--- src/rtl/bp_cce_inv_sender.sv ---
// Invalidation fan-out engine: walks the latched sharer set lowest-first and
// issues one e_lce_cmd_inv header per sharer, counting what went out.
module bp_cce_inv_sender #(
  parameter int num_lce_p       = 4,
  parameter int lce_assoc_p     = 8,
  parameter int paddr_width_p   = 40,
  parameter int lce_id_width_lp = (num_lce_p > 1) ? $clog2(num_lce_p) : 1,
  parameter int way_width_lp    = (lce_assoc_p > 1) ? $clog2(lce_assoc_p) : 1,
  parameter int cnt_width_lp    = $clog2(num_lce_p + 1)
) (
  input  logic                              clk_i,
  input  logic                              reset_n_i,
  input  logic                              start_v_i,
  input  logic [paddr_width_p-1:0]          paddr_i,
  input  logic [lce_id_width_lp-1:0]        req_lce_id_i,
  input  logic [num_lce_p-1:0]              sharers_hits_i,
  input  logic [num_lce_p*way_width_lp-1:0] sharers_ways_i,
  output logic                              busy_o,
  output logic                              lce_cmd_v_o,
  input  logic                              lce_cmd_ready_i,
  output logic [lce_id_width_lp-1:0]        lce_cmd_dst_o,
  output logic [paddr_width_p-1:0]          lce_cmd_addr_o,
  output logic [way_width_lp-1:0]           lce_cmd_way_o,
  output logic                              done_o,
  output logic [cnt_width_lp-1:0]           inv_cnt_o,
  output logic [1:0]                        dbg_state_o
);

  typedef enum logic [1:0] {
    S_IDLE = 2'd0,
    S_SEND = 2'd1,
    S_DONE = 2'd2
  } state_e;

  state_e                              state_q, state_d;
  logic [num_lce_p-1:0]                pend_q, pend_d;
  logic [num_lce_p*way_width_lp-1:0]   ways_q, ways_d;
  logic [paddr_width_p-1:0]            paddr_q, paddr_d;
  logic [cnt_width_lp-1:0]             cnt_q, cnt_d;

  logic [lce_id_width_lp-1:0]          dst;
  logic [way_width_lp-1:0]             way;
  logic [num_lce_p-1:0]                start_pend;
  logic [num_lce_p-1:0]                pend_clr;

  // Lowest set pending bit wins; header fields come only from registers.
  always_comb begin
    dst = '0;
    for (int i = num_lce_p - 1; i >= 0; i--) begin
      if (pend_q[i]) dst = lce_id_width_lp'(i);
    end
    way = '0;
    for (int i = 0; i < num_lce_p; i++) begin
      if (dst == lce_id_width_lp'(i)) way = ways_q[i*way_width_lp +: way_width_lp];
    end
  end

  // A requester id outside the LCE range matches no bit, so nothing is excluded.
  always_comb begin
    for (int i = 0; i < num_lce_p; i++) begin
      start_pend[i] = sharers_hits_i[i] && (req_lce_id_i != lce_id_width_lp'(i));
      pend_clr[i]   = pend_q[i] && (dst != lce_id_width_lp'(i));
    end
  end

  always_comb begin
    state_d = state_q;
    pend_d  = pend_q;
    ways_d  = ways_q;
    paddr_d = paddr_q;
    cnt_d   = cnt_q;
    case (state_q)
      S_IDLE: begin
        if (start_v_i) begin
          pend_d  = start_pend;
          ways_d  = sharers_ways_i;
          paddr_d = paddr_i;
          cnt_d   = '0;
          state_d = (start_pend != '0) ? S_SEND : S_DONE;
        end
      end
      S_SEND: begin
        if (lce_cmd_ready_i) begin
          pend_d  = pend_clr;
          cnt_d   = cnt_q + cnt_width_lp'(1);
          if (pend_clr == '0) state_d = S_DONE;
        end
      end
      S_DONE:  state_d = S_IDLE;
      default: state_d = S_IDLE;
    endcase
  end

  always_ff @(posedge clk_i or negedge reset_n_i) begin
    if (!reset_n_i) begin
      state_q <= S_IDLE;
      pend_q  <= '0;
      ways_q  <= '0;
      paddr_q <= '0;
      cnt_q   <= '0;
    end else begin
      state_q <= state_d;
      pend_q  <= pend_d;
      ways_q  <= ways_d;
      paddr_q <= paddr_d;
      cnt_q   <= cnt_d;
    end
  end

  assign busy_o         = (state_q != S_IDLE);
  assign lce_cmd_v_o    = (state_q == S_SEND);
  assign done_o         = (state_q == S_DONE);
  assign lce_cmd_dst_o  = dst;
  assign lce_cmd_way_o  = way;
  assign lce_cmd_addr_o = paddr_q;
  assign inv_cnt_o      = cnt_q;
  assign dbg_state_o    = state_q;

endmodule
--- config.mk ---
export PLATFORM = sky130hd
export DESIGN_NAME = bp_cce_inv_sender
export DESIGN_NICKNAME = d
export VERILOG_FILES = /design/src/rtl/bp_cce_inv_sender.sv
export SDC_FILE = /design/constraint.sdc
export NUM_CORES = 1
export LEC_CHECK = 0
export ABC_AREA = 1
export BUFFER_PORTS_ARGS = -buffer_cell sky130_fd_sc_hd__clkbuf_2
export CORE_MARGIN = 4
export CORE_UTILIZATION = 40
export CTS_BUF_LIST = sky130_fd_sc_hd__clkbuf_8
export DETAILED_ROUTE_END_ITERATION = 6
export PLACE_DENSITY = 0.69
export SLEW_MARGIN = 20
export SYNTH_ARGS = -nofsm -noshare
export SYNTH_HDL_FRONTEND = slang
export SYNTH_SLANG_ARGS = --single-unit
--- constraint.sdc ---
create_clock -name clk_i -period 3.7 [get_ports clk_i]
set_input_delay 1.11 -clock clk_i [delete_from_list [all_inputs] [get_ports clk_i]]
set_output_delay 1.11 -clock clk_i [all_outputs]
set_load 0.01 [all_outputs]
==> flow_summary.json, run 1 <==
{
  "p_per_area_nw_per_um2": 875,
  "start_util": 0.419,
  "netlist.area_leader.share": 0.564,
  "synth_edf_count": 0,
  "synth_common_cells": "nand2_1 (185), dfrtp_1 (61), nor2_1 (14), inv_1 (12), nand3_1 (11)",
  "numCtsBuffers": 9,
  "cts-resized-gates": 0,
  "post-cts-setup-buffer-count": 0,
  "globalRouteMet2Util": 0.265,
  "finalCritPeriodShare": 0.707,
  "vias": 2412,
  "yosysTopAreaCell": "dfrtp_1",
  "clkTransAtPathRegs_ps": 60,
  "ys_seq_elements": 61,
  "die_y_um": 90.2,
  "dieWidth_um": 90.2,
  "yosys_warnings": 0,
  "hold_viol_final": 0,
  "avgSynthCellArea_um2": 8.32,
  "grt_pass1_vias": 2502,
  "grt_usage": 0.169,
  "synth.most_common_cell": "nand2_1",
  "syn-cell-area_um2": 2710,
  "min_path_type": "reg -> reg",
  "drtPass1Iterations": 4,
  "insertion_delay_ps": 310,
  "finClkSkew_ps": 5.64,
  "grt.met1_usage": 0.215,
  "drc_errors": 0,
  "p_leak_nw": 2.07,
  "dp.cells": 507,
  "critPathArrivalTime_ps": 1510,
  "nNetsFinal": 504,
  "cts_hold_buffers": 0,
  "grt_pass1_wl_um": 11400,
  "clock_sinks": 61,
  "drive_above_1_share": 0.327,
  "worstMarginPinSlew_ps": 851,
  "fp.dieArea_um2": 8140,
  "synth_cell_types": 23,
  "htreeDepth": 3,
  "rsz0062_at_grt": "no",
  "syn2layout_area_growth_pct": 28.8,
  "tns_ps": 0,
  "fmax_ghz": 0.382,
  "place_worst_setup_slack_ps": 1420,
  "r2r-start": "dbg_state_o[0]$_DFFE_PN0P_",
  "relSlewSlack": 0.432,
  "antenna_found_initial": 0,
  "crit_path_end_kind": "output port",
  "initialDrtViolationCount": 114,
  "numPortBuffers": 114,
  "power_mw": 3.05,
  "rows": 29,
  "cts_tree": "built",
  "slew_violations": 0,
  "drtAntennaViolNets": 0,
  "ys_top_cells_by_area": "dfrtp_1 (56%), nand2_1 (26%), buf_6 (2.1%), nand3_1 (2.0%), nor2_1 (1.9%)",
  "use_met3": 0.0593,
  "seq_area_frac_synth": 0.564,
  "synthCells": 325,
  "synth_ff_type": "dfrtp_1",
  "totalWireLength_um": 6390,
  "place_congestion": 0.923,
  "path_class": "reg -> out",
  "min_period_ps": 2620,
  "syn_nets": 388,
  "setup_viol": 0,
  "fin_cells": 521,
  "worstHoldStart": "lce_cmd_addr_o[36]$_DFFE_PN0P_",
  "grt_busiest_layer": "met2",
  "crit_start": "pend_q[3]$_DFFE_PN0P_",
  "vdd_ir_drop_max_mv": 0.392,
  "clock_path_buffers": 2,
  "io_pins": 115,
  "async_flop_share": 1.00,
  "place_hpwl_um": 4570,
  "vias_per_cell": 4.63,
  "cp_max_fo": 6,
  "setup_ws_ps": 1080,
  "diodes": 0,
  "core-area_um2": 6460,
  "worstPathRequired_ps": 2590,
  "startpoint_type": "register",
  "wire_per_inst_um": 12.3,
  "drv_cap": 0,
  "holdWs_ps": 479,
  "grt_start_max_net_pins": 62,
  "root_buffer": "clkbuf_8",
  "outcome": "complete, no violations",
  "grt_overflow": 0
}
==> layer usage <==
layer | vias up | wire [µm]
li1 | 1232 | -
met3 | 6 | 564
met5 | - | 0
met4 | 0 | 53
met2 | 86 | 2990
met1 | 1088 | 2780
==> layout by cell type (no fill, tap or decap) <==
| cell type | instances |
|---|---|
| clkbuf_8 | 12 |
| o21ai_2 | 2 |
| nand2_1 | 185 |
| dfrtp_1 | 61 |
| o21bai_1 | 2 |
| a21oi_1 | 1 |
| ha_1 | 1 |
| o21ai_1 | 3 |
| nor2_1 | 14 |
| nand2_2 | 1 |
| o211ai_2 | 1 |
| clkbuf_2 | 114 |
| nor2_4 | 2 |
| o21ai_0 | 5 |
| nand2_4 | 1 |
| nand3_1 | 11 |
| bufinv_16 | 1 |
| nand4_1 | 3 |
| nand3_4 | 1 |
| inv_2 | 5 |
| nor2_2 | 2 |
| buf_4 | 2 |
| nand2_8 | 1 |
| inv_1 | 13 |
==> cell families after synthesis <==
logic type,Yosys count,synth area share
buffers and inverters,28,0.0611
flip-flops,61,0.564
AND/OR/NAND/NOR,221,0.337
AO/OA/AOI/OAI,14,0.0333
adder cells (fa/ha/maj),1,0.00462
==> sequential cells by signal (all words and copies together) (netlist names) <==
register / cells
pend_q: 4
lce_cmd_addr_o: 40
inv_cnt_o: 3
ways_q: 12
dbg_state_o: 2
==> through the flow <==
stage          instance area, µm²   util
4_1_cts                      3480  0.540
3_3_place_gp                 3290  0.509
5_1_grt                      3480  0.540
2_1_floorplan                2710      -
3_5_place_dp                 3290  0.509
6_report                     3480  0.540
==> cell type report <==
cell class | instances | area [µm²]
Fill cell | 633 | 2970
Sequential cell | 61 | 1530
Multi-Input combinational cell | 236 | 1010
Timing Repair Buffer | 116 | 586
Clock buffer | 12 | 165
Tap cell | 77 | 96.3
Inverter | 17 | 63.8
Clock inverter | 2 | 33.8
==> final timing paths <==
kind / end / slack (ps) / cells after the start
max: lce_cmd_way_o[1] / 1080 / 6
min: lce_cmd_addr_o[36]$_DFFE_PN0P_ / 480 / 2
max reg2reg: lce_cmd_addr_o[0]$_DFFE_PN0P_ / 2120 / 5
min reg2reg: lce_cmd_addr_o[36]$_DFFE_PN0P_ / 480 / 2
max in group asynchronous: lce_cmd_addr_o[19]$_DFFE_PN0P_ / 2250 / 2
min in group asynchronous: dbg_state_o[0]$_DFFE_PN0P_ / 940 / 2
==> critical path: stages, from the launching register on <==
cell and delay, ps:
dfrtp_1 400, inv_1 120, nor2_4 60, o21bai_1 260
nand3_1 120, nand4_1 100, clkbuf_2 140
==> where the power goes <==
| part | internal (mW) | leakage, nW | total (mW) | switching (mW) |
|---|---|---|---|---|
| registers | 0.980 | 0.760 | 1.19 | 0.212 |
| clock network | 0.357 | 0.106 | 0.591 | 0.234 |
| logic | 0.482 | 1.21 | 1.26 | 0.783 |
| total | 1.82 | 2.07 | 3.05 | 1.23 |
(Power assumes the default switching activity.)
==> run 2: changes to the inputs <==
==> constraint.sdc (replaced) <==
create_clock -name clk_i -period 2.5 [get_ports clk_i]
set_input_delay 0.75 -clock clk_i [delete_from_list [all_inputs] [get_ports clk_i]]
set_output_delay 0.75 -clock clk_i [all_outputs]
set_load 0.01 [all_outputs]
==> flow_summary.json, run 2 (synthesis gave the netlist of run 1 again) <==
{
  "outcome": "complete, no violations",
  "cts_tree": "built",
  "cts-resized-gates": 0,
  "cts_hold_buffers": 0,
  "place_congestion": 0.859,
  "layout_common_cells": "nand2_1 (185), clkbuf_2 (114), dfrtp_1 (61)",
  "rsz0062_at_grt": "no",
  "largest_reg_flops": 40,
  "tns_ps": 0,
  "worstPathRequired_ps": 1750,
  "totalWireLength_um": 6470,
  "syn2layout_area_growth_pct": 30.9,
  "critPathArrivalTime_ps": 1530,
  "slew_violations": 0,
  "place_hpwl_um": 4800,
  "drc_errors": 0,
  "clock_path_buffers": 2,
  "min_period_ps": 2280,
  "insertion_delay_ps": 330,
  "dieWidth_um": 90.2,
  "grt_usage": 0.168,
  "finalCritPeriodShare": 0.911,
  "vias": 2401,
  "drtAntennaViolNets": 0,
  "die_y_um": 90.2,
  "p_per_area_nw_per_um2": 1310,
  "grt_start_max_net_pins": 62,
  "worstMarginPinSlew_ps": 567,
  "vias_per_cell": 4.58,
  "p_leak_nw": 2.09,
  "drv_cap": 0,
  "setup_viol": 0,
  "clock_sinks": 61,
  "wire_per_inst_um": 12.3,
  "cp_max_fo": 7,
  "antenna_found_initial": 0,
  "startpoint_type": "register",
  "grt_overflow": 0,
  "initialDrtViolationCount": 100,
  "post-cts-setup-buffer-count": 0,
  "diodes": 0,
  "crit_path_end_kind": "output port",
  "core-area_um2": 6460,
  "fmax_ghz": 0.439,
  "nNetsFinal": 505,
  "hold_viol_final": 0,
  "rrSetupSlack_ps": 980,
  "clkTransAtPathRegs_ps": 70,
  "placed_area_um2": 3320,
  "io_pins": 115,
  "htreeDepth": 3,
  "path_class": "reg -> out",
  "grt_pass1_vias": 2441,
  "finClkSkew_ps": 9.69,
  "fp.dieArea_um2": 8140,
  "drive_above_1_share": 0.333,
  "grt_pass1_wl_um": 11200,
  "rows": 29,
  "relSlewSlack": 0.622,
  "vdd_ir_drop_max_mv": 0.562,
  "drtPass1Iterations": 4,
  "layout_commonest_cell": "nand2_1",
  "start_util": 0.419,
  "root_buffer": "clkbuf_8",
  "numCtsBuffers": 9,
  "min_path_type": "in -> async",
  "numPortBuffers": 114,
  "final_cell_area_um2": 3540
}
==> run 2: through the flow <==
stage	worst slack, ps	total power [mW]	hold WS, ps	std cells	util
2_1_floorplan	706	3.00	449	325	-
3_3_place_gp	638	3.66	465	508	0.514
3_5_place_dp	572	3.71	464	508	0.514
4_1_cts	213	4.70	439	524	0.548
5_1_grt	57.4	5.03	446	524	0.548
6_report	222	4.63	431	524	0.548
==> run 2: cell type report <==
class                           count  area, µm²
Fill cell                         631       2920
Inverter                           17       63.8
Sequential cell                    61       1530
Timing Repair Buffer              117        618
Tap cell                           77       96.3
Clock buffer                       10        138
Multi-Input combinational cell    236       1010
Clock inverter                      6       86.3
==> run 2: final timing paths <==
kind / start / end / depth (start not counted)
worst max-delay path: pend_q[0]$_DFFE_PN0P_ / lce_cmd_way_o[1] / 6
worst min-delay path: reset_n_i / dbg_state_o[1]$_DFFE_PN0P_ / 2
worst max register to register: dbg_state_o[0]$_DFFE_PN0P_ / pend_q[0]$_DFFE_PN0P_ / 7
worst min register to register: lce_cmd_addr_o[9]$_DFFE_PN0P_ / lce_cmd_addr_o[9]$_DFFE_PN0P_ / 2
max in group asynchronous: reset_n_i / lce_cmd_addr_o[14]$_DFFE_PN0P_ / 2
min in group clk_i: lce_cmd_addr_o[9]$_DFFE_PN0P_ / lce_cmd_addr_o[9]$_DFFE_PN0P_ / 2
==> run 2: metal layers <==
layer,part of all wire,vias to the layer above,global-route usage
li1,-,1227,-
met2,0.46,95,0.268
met3,0.086,11,0.0534
met4,0.019,0,0.0676
met1,0.43,1068,0.213
met5,0,-,0
==> run 2: critical path, stage by stage, from the launching register on <==
cell,delay [ps]
dfrtp_1,450
nor2_4,200
inv_1,70
nor2_2,150
nand3_1,110
nand4_1,100
clkbuf_2,130
==> run 2: where the power goes <==
| part | switching (mW) | total, mW | internal (mW) |
|---|---|---|---|
| Sequential | 0.308 | 1.76 | 1.45 |
| Clock | 0.383 | 0.970 | 0.587 |
| Combinational | 1.17 | 1.91 | 0.734 |
| Total | 1.86 | 4.63 | 2.77 |
==> run 3: changes to the inputs <==
--- a/config.mk
+++ b/config.mk
@@ -7,6 +7,7 @@
 export LEC_CHECK = 0
 export ABC_AREA = 1
 export BUFFER_PORTS_ARGS = -buffer_cell sky130_fd_sc_hd__clkbuf_2
+export CORE_ASPECT_RATIO = 0.8
 export CORE_MARGIN = 4
 export CORE_UTILIZATION = 40
 export CTS_BUF_LIST = sky130_fd_sc_hd__clkbuf_8
==> flow_summary.json, run 3 (synthesis gave the netlist of run 1 again) <==
{
  "outcome": "complete, no violations",
  "path_class": "reg -> out",
  "grt_pass1_wl_um": 10600,
  "final_cell_area_um2": 3540,
  "drv_cap": 0,
  "cp_max_fo": 7,
  "drive_above_1_share": 0.334,
  "clock_sinks": 61,
  "clkTransAtPathRegs_ps": 70,
  "numPortBuffers": 114,
  "tns_ps": 0,
  "crit_slowest_cell": "dfrtp_1",
  "wire_per_inst_um": 12.1,
  "fp.dieArea_um2": 8150,
  "largest_reg_flops": 40,
  "cts_hold_buffers": 0,
  "min_path_type": "in -> async",
  "p_leak_nw": 2.10,
  "clock_path_buffers": 2,
  "diodes": 0,
  "rsz0062_at_grt": "no",
  "cts-resized-gates": 0,
  "htreeDepth": 3,
  "antenna_found_initial": 0,
  "placed_area_um2": 3320,
  "critical-path-top-delay-family": "simple AND/OR/NAND/NOR gates",
  "layout_common_cells": "nand2_1 (185), clkbuf_2 (114), dfrtp_1 (61)",
  "vdd_ir_drop_max_mv": 0.582,
  "layout_commonest_cell": "nand2_1",
  "initialDrtViolationCount": 127,
  "cts_tree": "built",
  "slew_violations": 0,
  "critPathBufInv": 2,
  "post-cts-setup-buffer-count": 0,
  "min_period_ps": 2310,
  "worstPathRequired_ps": 1750,
  "grt_pass1_vias": 2325,
  "finalCritPeriodShare": 0.922,
  "grt_usage": 0.166,
  "worstMarginPinSlew_ps": 475,
  "cp_slowest_stage_delay_ps": 450,
  "core-area_um2": 6470,
  "numCtsBuffers": 9,
  "area.sequential_um2": 1530,
  "setup_viol": 0,
  "start_util": 0.418,
  "finClkSkew_ps": 4.60,
  "drtPass1Iterations": 4,
  "root_buffer": "clkbuf_8",
  "io_pins": 115,
  "place_congestion": 0.803,
  "critPathArrivalTime_ps": 1560,
  "dieWidth_um": 99.9,
  "multi_input_area_um2": 1010,
  "die_y_um": 81.6,
  "fmax_ghz": 0.434,
  "totalWireLength_um": 6450,
  "p_per_area_nw_per_um2": 1310,
  "startpoint_type": "register",
  "crit_path_end_kind": "output port",
  "insertion_delay_ps": 330,
  "vias_per_cell": 4.48,
  "relSlewSlack": 0.683,
  "vias": 2389,
  "fillers": 628,
  "place_hpwl_um": 4790,
  "grt_overflow": 0,
  "drc_errors": 0,
  "crit_chain": "nor2_4 -> inv_1 -> nor2_2 -> nand3_1 -> nand4_1 -> clkbuf_2",
  "rows": 26,
  "nNetsFinal": 507,
  "hold_viol_final": 0,
  "drtAntennaViolNets": 0,
  "grt_start_max_net_pins": 35,
  "syn2layout_area_growth_pct": 30.9
}
-- run 3: where the power goes --
group | total [mW] | switching [mW] | internal, mW
sequential | 1.75 | 0.300 | 1.45
clock | 0.975 | 0.367 | 0.609
combinational | 1.91 | 1.18 | 0.724
-- run 3: per-stage QoR --
stage          std cells  utilization  power (mW)  hold WS, ps  setup slack (ps)
3_3_place_gp         517        0.512        3.64          461               558
2_1_floorplan        325            -        3.00          449               706
3_5_place_dp         517        0.512        3.70          466               534
5_1_grt              533        0.547        5.02          377              9.56
4_1_cts              533        0.547        4.71          363               159
6_report             533        0.547        4.63          359               195
-- run 3: area by class of cell --
class | count | share of cell area
Tap cell | 84 | 0.0297
Multi-Input combinational cell | 236 | 0.286
Clock inverter | 5 | 0.0208
Clock buffer | 11 | 0.0427
Timing Repair Buffer | 119 | 0.172
Inverter | 17 | 0.0180
Sequential cell | 61 | 0.431
-- run 3: path summary, 6_finish.rpt --
path	from	endpoint	slack [ps]	cells past startpoint
worst max-delay path	pend_q[0]$_DFFE_PN0P_	lce_cmd_way_o[2]	190	6
worst min-delay path	reset_n_i	lce_cmd_addr_o[1]$_DFFE_PN0P_	360	1
worst max register to register	dbg_state_o[0]$_DFFE_PN0P_	lce_cmd_addr_o[34]$_DFFE_PN0P_	900	6
worst min register to register	lce_cmd_addr_o[20]$_DFFE_PN0P_	lce_cmd_addr_o[20]$_DFFE_PN0P_	480	2
max in group asynchronous	reset_n_i	dbg_state_o[1]$_DFFE_PN0P_	1470	2
min in group clk_i	lce_cmd_addr_o[20]$_DFFE_PN0P_	lce_cmd_addr_o[20]$_DFFE_PN0P_	480	2
-- run 3: metal layers --
layer	global-route usage	vias to the layer above	part of all wire
met4	0.0409	0	0.0054
met5	0	-	0
met3	0.0764	6	0.10
met1	0.216	1063	0.46
met2	0.254	92	0.44
li1	-	1228	-
